## src/rtl/serial_chunk_adder.sv

```systemverilog
// serial_chunk_adder: adds WIDTH-bit operands CHUNK bits per clock, LSB slice first.
// Optional subtract mode (port sub) enabled by defining SERIAL_ADDER_SUB_EN.
module serial_chunk_adder #(
  parameter int WIDTH = 8,
  parameter int CHUNK = 2
) (
  input  logic             clk,
  input  logic             rst_n,
  input  logic             start,
`ifdef SERIAL_ADDER_SUB_EN
  input  logic             sub,
`endif
  input  logic [WIDTH-1:0] a,
  input  logic [WIDTH-1:0] b,
  input  logic             cin,
  output logic             busy,
  output logic             done,
  output logic [WIDTH-1:0] sum,
  output logic             cout,
  output logic             ovf
);
  localparam int N  = WIDTH / CHUNK;
  localparam int IW = N > 1 ? $clog2(N) : 1;
  typedef enum logic [1:0] {IDLE, RUN, DONE} state_t;
  state_t           state, state_n;
  logic [WIDTH-1:0] ra, rb;
  logic             carry;
  logic [IW-1:0]    idx;
  logic [CHUNK-1:0] sa, sb;
  logic [CHUNK:0]   part;
  logic             last, accept, sub_i;
`ifdef SERIAL_ADDER_SUB_EN
  assign sub_i = sub;
`else
  assign sub_i = 1'b0;
`endif
  always_comb begin
    accept  = start && state != RUN;
    last    = idx == IW'(N - 1);
    busy    = state == RUN;
    done    = state == DONE;
    state_n = state == RUN ? (last ? DONE : RUN) : (accept ? RUN : IDLE);
  end
  always_comb begin
    sa   = CHUNK'(ra >> (idx * CHUNK));
    sb   = CHUNK'(rb >> (idx * CHUNK));
    part = {1'b0, sa} + {1'b0, sb} + {{CHUNK{1'b0}}, carry};
  end
  always_ff @(posedge clk or negedge rst_n)
    if (!rst_n) state <= IDLE;
    else        state <= state_n;
  // carry into the MSB equals a^b^sum at that bit, so ovf needs no extra adder
  always_ff @(posedge clk or negedge rst_n) begin
    if (!rst_n) begin
      ra    <= '0;
      rb    <= '0;
      carry <= 1'b0;
      idx   <= '0;
      sum   <= '0;
      cout  <= 1'b0;
      ovf   <= 1'b0;
    end else if (accept) begin
      ra    <= a;
      rb    <= sub_i ? ~b : b;
      carry <= sub_i | cin;
      idx   <= '0;
    end else if (state == RUN) begin
      sum[idx*CHUNK +: CHUNK] <= part[CHUNK-1:0];
      carry <= part[CHUNK];
      idx   <= last ? '0 : idx + 1'b1;
      if (last) begin
        cout <= part[CHUNK];
        ovf  <= sa[CHUNK-1] ^ sb[CHUNK-1] ^ part[CHUNK-1] ^ part[CHUNK];
      end
    end
  end
endmodule

```

## config.mk

```make
export PLATFORM = sky130hd
export DESIGN_NAME = serial_chunk_adder
export DESIGN_NICKNAME = d
export VERILOG_FILES = /design/src/rtl/serial_chunk_adder.sv
export SDC_FILE = /design/constraint.sdc
export NUM_CORES = 1
export LEC_CHECK = 0
export BUFFER_PORTS_ARGS = -buffer_cell sky130_fd_sc_hd__buf_2
export CORE_UTILIZATION = 53
export CTS_CLUSTER_SIZE = 24
export DETAILED_ROUTE_END_ITERATION = 16
export PLACE_DENSITY_LB_ADDON = 0.25
export SLEW_MARGIN = 20
export SYNTH_ARGS = -nofsm -noshare
export SYNTH_HDL_FRONTEND = slang
export SYNTH_SLANG_ARGS = --single-unit
```

## constraint.sdc

```tcl
create_clock -name clk -period 3.15 [get_ports clk]
set_input_delay 0.1575 -clock clk [delete_from_list [all_inputs] [get_ports clk]]
set_output_delay 0.1575 -clock clk [all_outputs]
set_load 0.01 [all_outputs]
```

==> results of run 1 <==
[cell families after synthesis]
family / after synthesis / synth area share
simple gates: 22 / 0.0847
compound gates: 10 / 0.0492
fa+ha+maj: 9 / 0.0823
buf+inv: 8 / 0.0379
flops: 31 / 0.500
mux: 25 / 0.234
xor+xnor: 2 / 0.0113
[registers in the layout (all words and copies together), names as in the netlist]
name and flops:
ra 8, rb 8, sum 8, idx 2, state 2, carry 1, cout 1, ovf 1
[where the power goes]
group / switching (mW) / internal, mW / total [mW]
registers: 0.149 / 0.581 / 0.729
logic: 0.507 / 0.603 / 1.11
clock network: 0.139 / 0.247 / 0.386
total: 0.795 / 1.43 / 2.23
[timing repair]
| action | 4_1_cts | 5_1_grt |
|---|---|---|
| hold buffers | 1 | 0 |
| setup buffers | 0 | 0 |
| endpoints found under the hold margin | 31 | 0 |
[final cells by class]
class | instances | area (um^2)
clock buffer | 5 | 37.5
timing repair buffer | 32 | 165
fill | 195 | 942
tap | 31 | 38.8
sequential | 31 | 776
inverter | 4 | 15.0
multi-input combinational | 68 | 716
clock inverter | 3 | 67.6
[worst paths after layout]
| check | cells after the start | end | slack [ps] |
|---|---|---|---|
| setup / recovery | 6 | ovf | 360 |
| max in group asynchronous | 2 | ra[6] | 2340 |
| min in group asynchronous | 2 | idx[0] | 380 |
| hold reg to reg | 2 | sum[6] | 480 |
| hold / removal | 2 | rb[4] | 40 |
| setup reg to reg | 6 | ovf | 360 |
[layer usage]
metal | vias to the layer above | global-route usage
li1 | 448 | -
met1 | 450 | 0.208
met2 | 25 | 0.332
met3 | 6 | 0.0628
met4 | 0 | 0.0871
met5 | - | 0
[synthesized netlist by cell type, drive strengths merged (3+ instances only)]
cell,instances
mux2,20
ha,7
o31ai,3
a22o,5
buf,4
nor2,4
dfrtp,31
nand2,6
mux4,4
inv,4
nand2b,5
nand3b,3
[stage by stage]
| step | utilization | instances | worst slack [ps] | total power, mW |
|---|---|---|---|---|
| after detailed placement | 0.617 | 165 | 369 | 1.86 |
| after CTS | 0.658 | 174 | 319 | 2.26 |
| final | 0.658 | 174 | 356 | 2.23 |
| after floorplan | - | 107 | 566 | 1.62 |
| after global placement | 0.617 | 165 | 459 | 1.80 |
| after global routing | 0.658 | 174 | 229 | 2.39 |
==> impl_results.md, run 1 <==
- Final ANT Viol Nets: 0
- Vert. Die Dim: between 50 and 60 um
- Pre-antenna DRT Iters: 3
- WL met3: approximately 110 um
- Cts bufs inserted: 5
- Port buffer count: 31
- IO Pins: 32
- Post-cts sizing count: 0
- Longest Clk Path Bufs: 2
- DIE AREA: about 3100 um^2
- Ys flop type: dfrtp_1
- Share of layout cells above drive strength 1: 0.455
- Critical Path Source Type: register
- Clk root buf: clkbuf_4
- Pleak: 0.922 nW
- Worst EP arrival: 3010 ps
- Mean Syn Cell Area: 14.5 um^2
- # DRC: 0
- Via count: 929
- Asr flop ratio synth: 1.00
- Peak supply drop: 0.860 mV
- Most frequent cells in the layout: 31 x dfrtp_1, 31 x buf_2, 10 x mux2_4, 10 x mux2_2, 7 x ha_1
- Pins over their slew limit: 0
- Maxcap violations: 0
- Antenna violations before repair: 0
- Drt via density: 5.34
- Power Density: 1230 nW/um^2
- TritonCTS clock tree: done
- Kind of critical path: reg -> reg
- Setup crit end kind: register
- Max H-tree Level: 2
- Wire length per cell: 14.8 um
- Worst slew pin tran: 662 ps
- Area leader, netlist: dfrtp_1
- Slowest stage delay, CP: 670 ps
- Gpl congestion: between 0.7 and 0.8
- Area Overhead vs Synth: 17.1%
- Crit share post-route: 0.887
- Fmax: ~360 MHz
- Highest metal used: met4
- Req. time, crit path: 3360 ps
- Reg2reg start: idx[0]
- # diodes: 0
- Synth Net Count: between 100 and 150
- Cell area reported after detailed placement: 1700 um^2
- FF+latch count, synth: 31
- Hpwl dp: 1.96 mm
- Min Tclk post-route: 2790 ps
- Initial DRC count: 18
- CTS Sinks: 31
- Initial Util: 0.562
- Hold Crit Class: in -> reg
- CP max stage cell: dfrtp_1
- Netlist cell types: 26
- Largest delay share family, worst path: multiplexers
- Final hold vios: 0
- DR WL met2: 1.38 mm
- Outcome: finished, final reports clean
- Cell Area, Synth: 1550 um^2
- Vias in the first global route: around 1,000
- Grt total ovfl: 0
- Met1 Wirelength: 1.03 mm
- Largest net degree at the start of global routing: 32
- Reg clk slew, reported paths: 110 ps
- Fin nets: 171
- Synth top area cells: dfrtp_1 50%, mux2_4 9.7%, mux2_2 7.3%
- All-Layer GR Usage: 0.190
- Synth top area share: 0.500
- Tightest slew margin relative to the limit: 0.559
- First-pass GRT wire length: 4.42 mm
- Core Box Area: ~2800 um^2
- Endpoints failing setup: 0
- Warnings, synthesis: 0
- Critical Path Source: idx[0]
- Crit path cell chain: mux4_2 > fa_1 > fa_1 > xnor2_1 > xnor2_1 > mux2_2
- Die Wd: approximately 56 um
- Post-synth EDFFs: 0
- Skew-Pair Late Insertion Delay: ~340 ps
- Buf/Inv on CP: 0
- Final setup TNS: 0 ps
- Routed Wire Length: 2.58 mm
- Cells after synthesis: approximately 110
- Hold Startpoint: b[4]
- Clk_skew: 11.2 ps
- Post-synthesis sequential area ratio: 0.500
- Row Count: 19
- Highest fanout seen on the critical path: 13
- RSZ-0062 raised after global routing: no
- Design area: ~1800 um^2
- Worst hold margin: 41.2 ps
Power figures use the tool's default switching activity.
==> run 2, diff against run 1 <==
Clock period 3.15 ns to 3 ns, I/O delays scaled along.
==> run 2 against run 1 <==
Maximum frequency up 11%. Wire length up 3.8%. Sequential cell count unchanged. Core utilization down 0.41 points. Cell count up 0.57%. Largest cell class unchanged. Sequential share of layout area up 0.27 points. Setup slack better by 120 ps. Register-to-register slack better by 120 ps. Largest power group unchanged. Clock skew down 2.4 ps. Die area unchanged.
==> impl_results.md, run 2 (synthesis results as in run 1) <==
- Post-CTS setup buffers: 0 (unchanged)
- IO Pins: 32 (unchanged)
- Worst slew pin tran: 661 ps (was 662 ps)
- Drt via density: 5.42 (was 5.34)
- Kind of critical path: reg -> reg (unchanged)
- Tightest slew margin relative to the limit: 0.559 (about the same)
- Area Overhead vs Synth: 16.4% (was 17.1%)
- Hold Crit Class: in -> reg (unchanged)
- Initial Util: 0.562 (unchanged)
- Largest registers: ra x8, rb x8, sum x8 (unchanged)
- Wire length per cell: 15.3 um (was 14.8 um)
- Port buffer count: 31 (unchanged)
- Clk root buf: clkbuf_4 (unchanged)
- Initial DRC count: 6 (was 18)
- Reg clk slew, reported paths: 100 ps (was 110 ps)
- Fmax: 396 MHz (was 358 MHz)
- Outcome: finished, final reports clean (unchanged)
- Hpwl dp: 2.01 mm (was 1.96 mm)
- Die Wd: 56.1 um (unchanged)
- TritonCTS clock tree: done (unchanged)
- Dpl ws: 494 ps (was 369 ps)
- R2r worst-path depth: 6 (unchanged)
- Crit share post-route: 0.842 (was 0.887)
- Clk_skew: 8.83 ps (was 11.2 ps)
- Post-cts sizing count: 0 (unchanged)
- Req. time, crit path: 3230 ps (was 3360 ps)
- Placed Cells: 166 (was 165)
- Final hold vios: 0 (unchanged)
- Most frequent cells in the layout: 31 x dfrtp_1, 31 x buf_2, 10 x mux2_4, 10 x mux2_2, 7 x ha_1 (unchanged)
- # diodes: 0 (unchanged)
- # DRC: 0 (unchanged)
- Fin worst setup slack: 475 ps (was 356 ps)
- Power share of the sequential group: 0.328 (about the same)
- Gpl congestion: 0.774 (was 0.785)
- Pleak: 0.924 nW (was 0.922 nW)
- Final setup TNS: 0 ps (unchanged)
- Cts bufs inserted: 5 (unchanged)
- Non-Filler Instances: 175 (was 174)
- CTS Hold Bufs: 1 (unchanged)
- Net Switching: 0.839 mW (was 0.795 mW)
- Min Tclk post-route: 2530 ps (was 2790 ps)
- Grt total ovfl: 0 (unchanged)
- Setup crit end kind: register (unchanged)
- Clock Power Share: 0.150 (was 0.173)
- Highest fanout seen on the critical path: 4 (was 13)
- Peak supply drop: 0.772 mV (was 0.860 mV)
- Longest Clk Path Bufs: 2 (unchanged)
- Maxcap violations: 0 (unchanged)
- Fillers: 210 (was 195)
- Reg2reg start: idx[0] (unchanged)
- RR Endpoint: ovf (unchanged)
- Pre-antenna DRT Iters: 4 (was 3)
- Antenna violations before repair: 0 (unchanged)
- Row Count: 19 (unchanged)
- Pins over their slew limit: 0 (unchanged)
- Power Density: 1270 nW/um^2 (was 1230 nW/um^2)
- Routed Wire Length: 2.68 mm (was 2.58 mm)
- Critical Path Source Type: register (unchanged)
- Crit path capture: ovf (unchanged)
- Hold Startpoint: b[1] (was b[4])
- RSZ-0062 raised after global routing: no (unchanged)
- Max H-tree Level: 2 (unchanged)
- Via count: 948 (was 929)
- Final Util: 0.654 (was 0.658)
- Endpoints failing setup: 0 (unchanged)
- Vert. Die Dim: 56.1 um (unchanged)
- Comb power frac: 0.522 (was 0.499)
- Final ANT Viol Nets: 0 (unchanged)
- Internal power: 1.45 mW (was 1.43 mW)
- CTS Sinks: 31 (unchanged)
- Worst EP arrival: 2750 ps (was 3010 ps)
- DIE AREA: 3150 um^2 (unchanged)
- Largest net degree at the start of global routing: 32 (unchanged)
- Critical Path Source: idx[0] (unchanged)
- R2r setup slk: 470 ps (was 360 ps)
- First-pass GRT wire length: 4.57 mm (was 4.42 mm)
- Share of layout cells above drive strength 1: 0.458 (was 0.455)
- All-Layer GR Usage: 0.199 (was 0.190)
- Core Box Area: 2760 um^2 (unchanged)
- Vias in the first global route: 1,000 (was 1,009)
- Skew-Pair Late Insertion Delay: 340 ps (about the same)
- Fin nets: 172 (was 171)
- Sw Share: 0.366 (was 0.357)
-- run 2: worst min-delay path by stage --
stage | end | cells past startpoint
6_report | rb[1] | 2
5_1_grt | rb[6] | 2
3_3_place_gp | sum[5] | 1
2_1_floorplan | carry | 0
4_1_cts | rb[6] | 2
3_5_place_dp | sum[4] | 1
-- run 2: layout make-up --
cell class                 count  area, um^2  area share
clock buffer                   6        51.3      0.0284
clock inverter                 2        35.0      0.0194
inverter                       4        15.0     0.00832
multi-input combinational     68         716       0.397
sequential                    31         776       0.430
tap                           31        38.8      0.0215
timing repair buffer          33         173      0.0957
-- run 2: power by group through the flow --
stage | Sequential, mW | Combinational [mW] | Clock (mW)
6_report | 0.752 | 1.20 | 0.344
4_1_cts | 0.755 | 1.21 | 0.346
5_1_grt | 0.777 | 1.34 | 0.365
3_5_place_dp | 0.763 | 1.20 | 0
2_1_floorplan | 0.731 | 0.968 | 0
3_3_place_gp | 0.748 | 1.15 | 0
-- run 2: routing by layer --
layer / routed length (um) / share of wire / track usage / vias up
met5: 0 / 0 / 0 / -
li1: - / - / - / 447
met1: 1120 / 0.42 / 0.231 / 474
met2: 1410 / 0.53 / 0.345 / 21
met3: 104 / 0.039 / 0.0628 / 6
met4: 42 / 0.016 / 0.0732 / 0
-- run 2: worst max-delay path, cell delays in order, from the launching register on --
cell     delay [ps]
dfrtp_1         470
mux4_2          550
fa_1            430
fa_1            440
xnor2_1         160
xnor2_1         120
mux2_2          260
-- run 2: per-stage QoR --
step | hold WS, ps | cell area (um^2) | power, mW
global placement | 213 | 1710 | 1.90
CTS | 32.3 | 1800 | 2.31
global route | 26.8 | 1800 | 2.48
finish | 36.3 | 1800 | 2.29
floorplan | -146 | 1550 | 1.70
detailed placement | 226 | 1710 | 1.96
==> run 3, diff against run 2 <==
Settings changed: CORE_UTILIZATION 53 to 48.
Clock period 3 ns to 2.2 ns, I/O delays scaled along.
==> run 3 against run 2 <==
The flow now finishes with violations (setup timing). Register-to-register slack worse by 660 ps. Cell count up 19%. Setup slack worse by 660 ps. Wire length up 11%. Power up 50%. Via count increased by 10%. Core utilization increased by 0.60 points. Clock power is 7.8% higher. Global-route usage fell by 1.0 points. Largest cell class unchanged. Largest power group unchanged.
==> impl_results.md, run 3 (synthesis results as in run 1) <==
- Clock Power Share: 0.108 (was 0.150)
- Power Density: 1710 nW/um^2 (was 1270 nW/um^2)
- Buf/Inv on CP: 0 (unchanged)
- # diodes: 0 (unchanged)
- Design area: 2020 um^2 (was 1800 um^2)
- Net Switching: 1.27 mW (was 0.839 mW)
- Comb power frac: 0.600 (was 0.522)
- Setup crit end kind: register (unchanged)
- Crit path cell chain: mux4_2 > fa_2 > fa_2 > xnor2_1 > mux2_2 (was mux4_2 > fa_1 > fa_1 > xnor2_1 > xnor2_1 > mux2_2)
- Cts bufs inserted: 5 (unchanged)
- Min Tclk post-route: 2390 ps (was 2530 ps)
- Antenna violations before repair: 0 (unchanged)
- Reg2reg start: idx[0] (unchanged)
- Most common cell after layout, fill and taps aside: buf_2
- Vias in the first global route: 1,026 (was 1,000)
- Peak supply drop: 0.908 mV (was 0.772 mV)
- Outcome: finished with violations (was finished, final reports clean)
- Max H-tree Level: 2 (unchanged)
- Core Box Area: 3050 um^2 (was 2760 um^2)
- Endpoints failing setup: 6 (was 0)
- Fin worst setup slack: -186 ps (was 475 ps)
- Share of layout cells above drive strength 1: 0.463 (was 0.458)
- Internal power: 2.17 mW (was 1.45 mW)
- Routed Wire Length: 2.97 mm (was 2.68 mm)
- Final ANT Viol Nets: 0 (unchanged)
- Pleak: 1.01 nW (was 0.924 nW)
- Gpl congestion: 0.751 (was 0.774)
- CP max stage cell: fa_2 (was mux4_2)
- Pins over their slew limit: 0 (unchanged)
- Fin nets: 192 (was 172)
- Via count: 1,046 (was 948)
- Dpl ws: -220 ps (was 494 ps)
- Worst hold margin: 18.7 ps (was 36.3 ps)
- Initial Util: 0.508 (was 0.562)
- Skew-Pair Late Insertion Delay: 320 ps (was 340 ps)
- Largest registers: ra x8, rb x8, sum x8 (unchanged)
- Hpwl dp: 2.08 mm (was 2.01 mm)
- Port buffer count: 31 (unchanged)
- Hold Startpoint: a[1] (was b[1])
- Failing checks: setup timing
- Worst EP arrival: 2600 ps (was 2750 ps)
- Power share of the sequential group: 0.292 (was 0.328)
- Pre-antenna DRT Iters: 4 (unchanged)
- Clk root buf: clkbuf_4 (unchanged)
- Crit share post-route: 1.08 (was 0.842)
- Worst slew pin tran: 681 ps (was 661 ps)
- Vert. Die Dim: 58.8 um (was 56.1 um)
- Most frequent cells in the layout: 31 x buf_2, 30 x dfrtp_1, 15 x dlygate4sd3_1 (was 31 x dfrtp_1, 31 x buf_2, 10 x mux2_4, 10 x mux2_2, 7 x ha_1)
- # DRC: 0 (unchanged)
- DIE AREA: 3460 um^2 (was 3150 um^2)
- Highest fanout seen on the critical path: 4 (unchanged)
- Largest delay share family, worst path: adder cells (unchanged)
- Wire length per cell: 14.3 um (was 15.3 um)
- IO Pins: 32 (unchanged)
- Grt total ovfl: 0 (unchanged)
- Critical Path Source Type: register (unchanged)
- RSZ-0062 raised after global routing: yes (was no)
- Die Wd: 58.8 um (was 56.1 um)
- Slowest stage delay, CP: 590 ps (was 550 ps)
- Req. time, crit path: 2420 ps (was 3230 ps)
- TritonCTS clock tree: done (unchanged)
- First-pass GRT wire length: 4.63 mm (was 4.57 mm)
- Fmax: 419 MHz (was 396 MHz)
- Final hold vios: 0 (unchanged)
- Kind of critical path: reg -> reg (unchanged)
- Reg clk slew, reported paths: 90 ps (was 100 ps)
- Most frequent CP cell: fa_2
- Maxcap violations: 0 (unchanged)
- Fillers: 245 (was 210)
- Area Overhead vs Synth: 30.0% (was 16.4%)
- Critical Path Source: idx[0] (unchanged)
- Row Count: 20 (was 19)
- Drt via density: 5.03 (was 5.42)
- Sw Share: 0.369 (was 0.366)
- Clk_skew: 5.71 ps (was 8.83 ps)
- Longest Clk Path Bufs: 2 (unchanged)
- Hold Crit Class: in -> reg (unchanged)
- Cell area reported after detailed placement: 1770 um^2 (was 1710 um^2)
- Initial DRC count: 44 (was 6)
- CTS Sinks: 31 (unchanged)
- Tightest slew margin relative to the limit: 0.546 (was 0.559)
- All-Layer GR Usage: 0.189 (was 0.199)
- Final Util: 0.660 (was 0.654)
- Largest net degree at the start of global routing: 32 (unchanged)
==> run 3: cell types whose count changed in the layout (fill, tap and decap cells not counted), moves of 2 or more <==
cell / change
dlygate4sd3_1: +14
buf_4: +5
fa_1: -2
fa_2: +2
mux2_2: -2
mux2_4: +2
==> run 3: layer usage <==
| metal | wire length (um) | vias to the layer above | GRT usage |
|---|---|---|---|
| li1 | - | 491 | - |
| met3 | 126 | 9 | 0.0703 |
| met1 | 1190 | 514 | 0.210 |
| met4 | 75 | 0 | 0.105 |
| met5 | 0 | - | 0 |
| met2 | 1580 | 32 | 0.313 |
==> run 3: through the flow <==
step / setup TNS [ps] / instances / power [mW]
final: -648 / 208 / 3.44
after global routing: -985 / 208 / 3.72
after CTS: -779 / 197 / 3.30
after detailed placement: -873 / 185 / 2.89
after global placement: -495 / 185 / 2.80
after floorplan: -650 / 107 / 2.36
==> run 3: layout make-up <==
class                   instances  area [um^2]  area share
well taps                      44         55.1      0.0273
inverters                       4         15.0     0.00745
multi-input cells              68          738       0.366
clock buffers                   8         68.8      0.0341
repair buffers                 53          362       0.179
flip-flops and latches         31          777       0.385
==> run 3: what timing repair did <==
item	in CTS	in global routing
gates resized for setup	1	6
hold endpoints to repair	34	11
hold buffers	4	11
setup buffers	0	1
setup endpoints to repair	6	6
gates cloned	0	0
pin swaps	2	0
==> run 3: final timing paths <==
check,to,slack (ps),depth (start not counted)
max in group asynchronous,idx[0],1380,2
worst min-delay path,ra[1],20,2
min in group asynchronous,ra[0],350,2
worst max register to register,ovf,-190,5
worst min register to register,sum[6],480,2
worst max-delay path,ovf,-190,5
==> run 3: power by group through the flow <==
stage | combinational [mW] | clock [mW] | sequential (mW)
3_3_place_gp | 1.80 | 0 | 1.00
3_5_place_dp | 1.87 | 0 | 1.02
6_report | 2.06 | 0.371 | 1.01
2_1_floorplan | 1.36 | 0 | 0.999
5_1_grt | 2.26 | 0.419 | 1.04
4_1_cts | 1.91 | 0.384 | 1.01
